[config.mk]
export PLATFORM = sky130hd
export DESIGN_NAME = clz_iter_unit
export DESIGN_NICKNAME = d
export VERILOG_FILES = /design/src/rtl/clz_iter_unit_pkg.sv /design/src/rtl/clz_iter_unit_chunk.sv /design/src/rtl/clz_iter_unit.sv
export SDC_FILE = /design/constraint.sdc
export NUM_CORES = 1
export LEC_CHECK = 0
export ABC_CLOCK_PERIOD_IN_PS = 2000
export CORE_ASPECT_RATIO = 0.9
export CORE_MARGIN = 2
export CORE_UTILIZATION = 40
export DETAILED_ROUTE_END_ITERATION = 10
export PLACE_DENSITY = 0.67
export SYNTH_ARGS = -nofsm -noshare
export SYNTH_HDL_FRONTEND = slang
export SYNTH_HIERARCHICAL = 1
export SYNTH_SLANG_ARGS = --single-unit
[constraint.sdc]
create_clock -name clk -period 2 [get_ports clk]
set_input_delay 0.2 -clock clk [delete_from_list [all_inputs] [get_ports clk]]
set_output_delay 0.2 -clock clk [all_outputs]
set_load 0.01 [all_outputs]
[src/rtl/clz_iter_unit_pkg.sv]
// rtl/clz_iter_unit_pkg.sv - shared types and helpers for the iterative CLZ/CLO unit
package clz_iter_unit_pkg;

    typedef enum logic {
        ST_IDLE = 1'b0,
        ST_SCAN = 1'b1
    } state_e;

    localparam logic CLZ_MODE = 1'b0;
    localparam logic CLO_MODE = 1'b1;

    function automatic int clog2(input int value);
        int r;
        r = 0;
        while ((1 << r) < value) begin
            r++;
        end
        return r;
    endfunction

endpackage

[src/rtl/clz_iter_unit_chunk.sv]
// rtl/clz_iter_unit_chunk.sv - combinational leading-zero priority encoder for one chunk
module clz_chunk #(
    parameter int CHUNK = 8,
    parameter int ZW    = $clog2(CHUNK + 1)
) (
    input  logic [CHUNK-1:0] in_i,
    output logic [ZW-1:0]    zcnt_o
);

    // Scanning upward lets the highest set bit overwrite lower ones.
    always_comb begin
        zcnt_o = ZW'(CHUNK);
        for (int i = 0; i < CHUNK; i++) begin
            if (in_i[i]) begin
                zcnt_o = ZW'(CHUNK - 1 - i);
            end
        end
    end

endmodule

[src/rtl/clz_iter_unit.sv]
// rtl/clz_iter_unit.sv - multi-cycle count-leading-zeros/ones unit with start/busy/done handshake
module clz_iter_unit
    import clz_iter_unit_pkg::*;
#(
    parameter int WIDTH = 32,
    parameter int CHUNK = 8,
    parameter int CNT_W = $clog2(WIDTH + 1)
) (
    input  logic             clk,
    input  logic             rst_n,
    input  logic             start,
    input  logic             mode_clo,
    input  logic             abort,
    input  logic [WIDTH-1:0] rs_value,
    output logic             busy,
    output logic             done,
    output logic [WIDTH-1:0] result
);

    localparam int NCHUNK = WIDTH / CHUNK;
    localparam int IDX_W  = (NCHUNK > 1) ? clog2(NCHUNK) : 1;
    localparam int ZW     = $clog2(CHUNK + 1);
    localparam logic [IDX_W-1:0] LAST = IDX_W'(NCHUNK - 1);

    if ((WIDTH % CHUNK) != 0 || (CHUNK & (CHUNK - 1)) != 0) begin : g_bad_param
        $error("clz_iter_unit: WIDTH must be a multiple of CHUNK and CHUNK a power of two");
    end

    state_e           state_q, state_d;
    logic [WIDTH-1:0] shreg_q, shreg_d;
    logic [WIDTH-1:0] result_q, result_d;
    logic [CNT_W-1:0] cnt_q, cnt_d, cnt_sum;
    logic [IDX_W-1:0] idx_q, idx_d;
    logic             done_q, done_d;
    logic [ZW-1:0]    zcnt;

    clz_chunk #(.CHUNK(CHUNK), .ZW(ZW)) u_chunk (
        .in_i   (shreg_q[WIDTH-1 -: CHUNK]),
        .zcnt_o (zcnt)
    );

    always_ff @(posedge clk or negedge rst_n) begin
        if (!rst_n) begin
            state_q  <= ST_IDLE;
            shreg_q  <= '0;
            result_q <= '0;
            cnt_q    <= '0;
            idx_q    <= '0;
            done_q   <= 1'b0;
        end else begin
            state_q  <= state_d;
            shreg_q  <= shreg_d;
            result_q <= result_d;
            cnt_q    <= cnt_d;
            idx_q    <= idx_d;
            done_q   <= done_d;
        end
    end

    always_comb begin
        state_d  = state_q;
        shreg_d  = shreg_q;
        result_d = result_q;
        cnt_d    = cnt_q;
        idx_d    = idx_q;
        done_d   = 1'b0;
        cnt_sum  = cnt_q + CNT_W'(zcnt);
        case (state_q)
            ST_IDLE: begin
                // CLO is CLZ of the inverted operand, so only one scan path exists.
                if (start && !abort) begin
                    shreg_d = (mode_clo == CLO_MODE) ? ~rs_value : rs_value;
                    cnt_d   = '0;
                    idx_d   = '0;
                    state_d = ST_SCAN;
                end
            end
            ST_SCAN: begin
                if (abort) begin
                    state_d = ST_IDLE;
                end else if (zcnt == ZW'(CHUNK) && idx_q != LAST) begin
                    cnt_d   = cnt_q + CNT_W'(CHUNK);
                    shreg_d = shreg_q << CHUNK;
                    idx_d   = idx_q + IDX_W'(1);
                end else begin
                    result_d = WIDTH'(cnt_sum);
                    done_d   = 1'b1;
                    state_d  = ST_IDLE;
                end
            end
        endcase
    end

    assign busy   = (state_q == ST_SCAN);
    assign done   = done_q;
    assign result = result_q;

endmodule

==> flow_summary.toml <==
[outcome]
run_status = "finished, violations left"
violations = "negative setup slack"

[routing]
first_iter_violations = 120
via_count = 2144
dr.pass1.iters = 4
ant_nets = 0
routed_wl_um = 6240
wire_per_inst_um = 14.1
drc_errors = 0
routed_via_density = 4.85

[critical_path]
cp-startpoint = "shreg_q[28]"
critPathCapture = "cnt_q[5]"
reg2reg_depth = 6
cp_top_family = "simple AND/OR/NAND/NOR gates"
reg2reg_to = "cnt_q[5]"
r2r_setup_slack_ps = -130
end_kind = "flop"
critPathMaxFanout = 6
critPathKind = "flop to flop"
crit_arrival_ps = 2370
slowest_stage = "or4b_4"
worst-path-stages = 6
cp_data_required_time_ps = 2230
crit_chain = "nor2b_4 > o21bai_4 > o41ai_4 > or4b_4 > or4b_4 > a211oi_2"
path_common_cell = "or4b_4"
reg2reg_from = "shreg_q[28]"
path_buf_inv = 0
slowest_delay_ps = 540
crit_path_start_kind = "flop"

[finish]
final_cells = 442
syn_to_final_growth_pct = 37.8
multiInputGateArea_sq_um = 1740
register_area_sq_um = 1130
drive_above_1_share = 0.264
n_fill_cell = 599
finalNetCount = 392
diodes = 0

[floorplanning]
coreArea_sq_um = 6690
die-area_sq_um = 7700
initial_utilization = 0.419
die_y_um = 83.4
rows = 28
ios = 71
die_x_um = 92.3

[yosys]
async_flop_share = 1.00
synth_top_area_cell = "dfrtp_1"
yosys-top-cells-count = "45 x dfrtp_1, 41 x nand2_1, 30 x mux2_2, 26 x buf_4, 26 x xnor2_1"
synth_cell_types = 35
synth.ff_latch_count = 45
synth_warnings = 6
netlist_top_cells_area = "dfrtp_1 40%, mux2_2 12%, xnor2_1 8.1%"
syn_inst = 288
ys_seq_area_frac = 0.402
netlist_area_sq_um = 2800
synthFlopType = "dfrtp_1"
synth_top_area_share = 0.402
syn_avg_cell_area_sq_um = 9.74
synth-edff-count = 0
synth.most_common_cell = "dfrtp_1"

[clock_tree]
clk_latency_ps = 310
tritoncts = "done"
cts_max_level = 2
numClockSinks = 45
root_buffer = "clkbuf_8"
cts.clk_slew.worst_paths_ps = 90
cts_buffers = 5
cts_buffer_depth = 2

[pwr]
max-vdd-ir-drop_uv = 418
leakage_nw = 1.66
total_power_mw = 3.46
power_density_nw_per_um2 = 894

[sta]
period_minus_slack_ps = 2130
post-route-period-util = 1.07
hold_viol_final = 0
max_freq_mhz = 469
relSlewSlack = 0.611
clock_skew_ps = 5.83
setup_ws_ps = -133
tightest_slew_ps = 582
setup_viol = 42
rsz0062_at_grt = "true"
slew_viol_final = 0

[placement]
hpwl_um = 3970
dp_slack_ps = -157
gp_congestion = 0.798
portBuffers = 44
dp_cells = 427

[global_routing]
grt_overflow = 0
grt_pass1_vias = 1968
grt_max_degree = 57
antenna_found_initial = 0
grt_use_total = 0.148
grt_pass1_wl_um = 9270

[flow_run]
max-cap-violations = 0

[min_path]
hp-class = "input pin to async pin"
==> layer usage <==
layer  part of all wire  vias up  track usage
met4             0.0091        0       0.0393
li1                   -     1060            -
met2               0.48       59        0.241
met1               0.47     1018        0.200
met5                  0        -            0
met3              0.046        7       0.0318
==> through the flow <==
| stage | utilization | hold WS [ps] | TNS [ps] | cell area, sq um |
|---|---|---|---|---|
| floorplan | - | -95.6 | -634 | 2910 |
| global placement | 0.505 | 323 | -1530 | 3380 |
| detailed placement | 0.505 | 322 | -2960 | 3380 |
| CTS | 0.532 | 517 | -1400 | 3560 |
| global route | 0.577 | 527 | -4540 | 3860 |
| finish | 0.577 | 503 | -1580 | 3860 |
==> registers in the layout (all words and copies together) (netlist names) <==
name	count
shreg_q	32
result	6
cnt_q	3
idx_q	2
busy	1
done	1
==> what timing repair did <==
item / CTS / global route
resized for setup: 10 / 48
gates cloned: 0 / 3
endpoints found under the setup margin: 43 / 43
pin swaps: 0 / 5
buffers inserted: 0 / 3
hold buffers: 1 / 0
hold endpoints to repair: 37 / 0
==> placed cells by master (no fill, tap or decap), drive strengths merged, types with 7 or more instances in the layout <==
master         netlist  final
o221ai               8      8
xor2                 9      9
o21ai               26     26
dfrtp               45     45
nand2               41     41
nor2b               11     11
buf                 34     29
xnor2               26     26
mux2                30     30
clkdlybuf4s50        0     42
conb                 1     27
a21oi               11     11
clkbuf              10      7
==> area by class of cell <==
cell class	count	share of cell area
clock inverters	3	0.0168
repair buffers	74	0.190
well taps	90	0.0291
clock buffers	5	0.0178
flip-flops and latches	45	0.292
inverters	3	0.00291
multi-input cells	222	0.451
==> how the worst min path moves through the flow <==
| stage | slack [ps] | to | startpoint | cells after the start |
|---|---|---|---|---|
| after global placement | 320 | cnt_q[4] | rst_n | 2 |
| after CTS | 520 | cnt_q[4] | rst_n | 3 |
| final | 500 | cnt_q[3] | rst_n | 3 |
| after global routing | 530 | result[3] | result[3] | 1 |
| after detailed placement | 320 | cnt_q[4] | rst_n | 2 |
| after floorplan | -100 | busy | rst_n | 0 |
==> tightest hold or removal path, cell delays in order <==
cell,delay [ps]
dlygate4sd3_1,520
buf_2,90
buf_4,480
==> power by group <==
part	switching (mW)	leakage, nW	internal, mW
logic	0.509	1.04	0.760
registers	0.196	0.551	1.16
clock network	0.339	0.0681	0.497
total	1.04	1.66	2.41
==> cell families (layout without fill, tap and decap cells) <==
logic type / count (synthesis) / in the layout / share of synthesized area
compound gates: 60 / 60 / 0.137
xor+xnor: 35 / 35 / 0.109
fa+ha+maj: 4 / 4 / 0.0178
buf+inv: 47 / 85 / 0.101
flops: 45 / 45 / 0.402
mux: 30 / 30 / 0.120
other cells: 1 / 27 / 0.00134
simple gates: 66 / 66 / 0.112
Note: power is estimated with default switching activity, not from simulation.
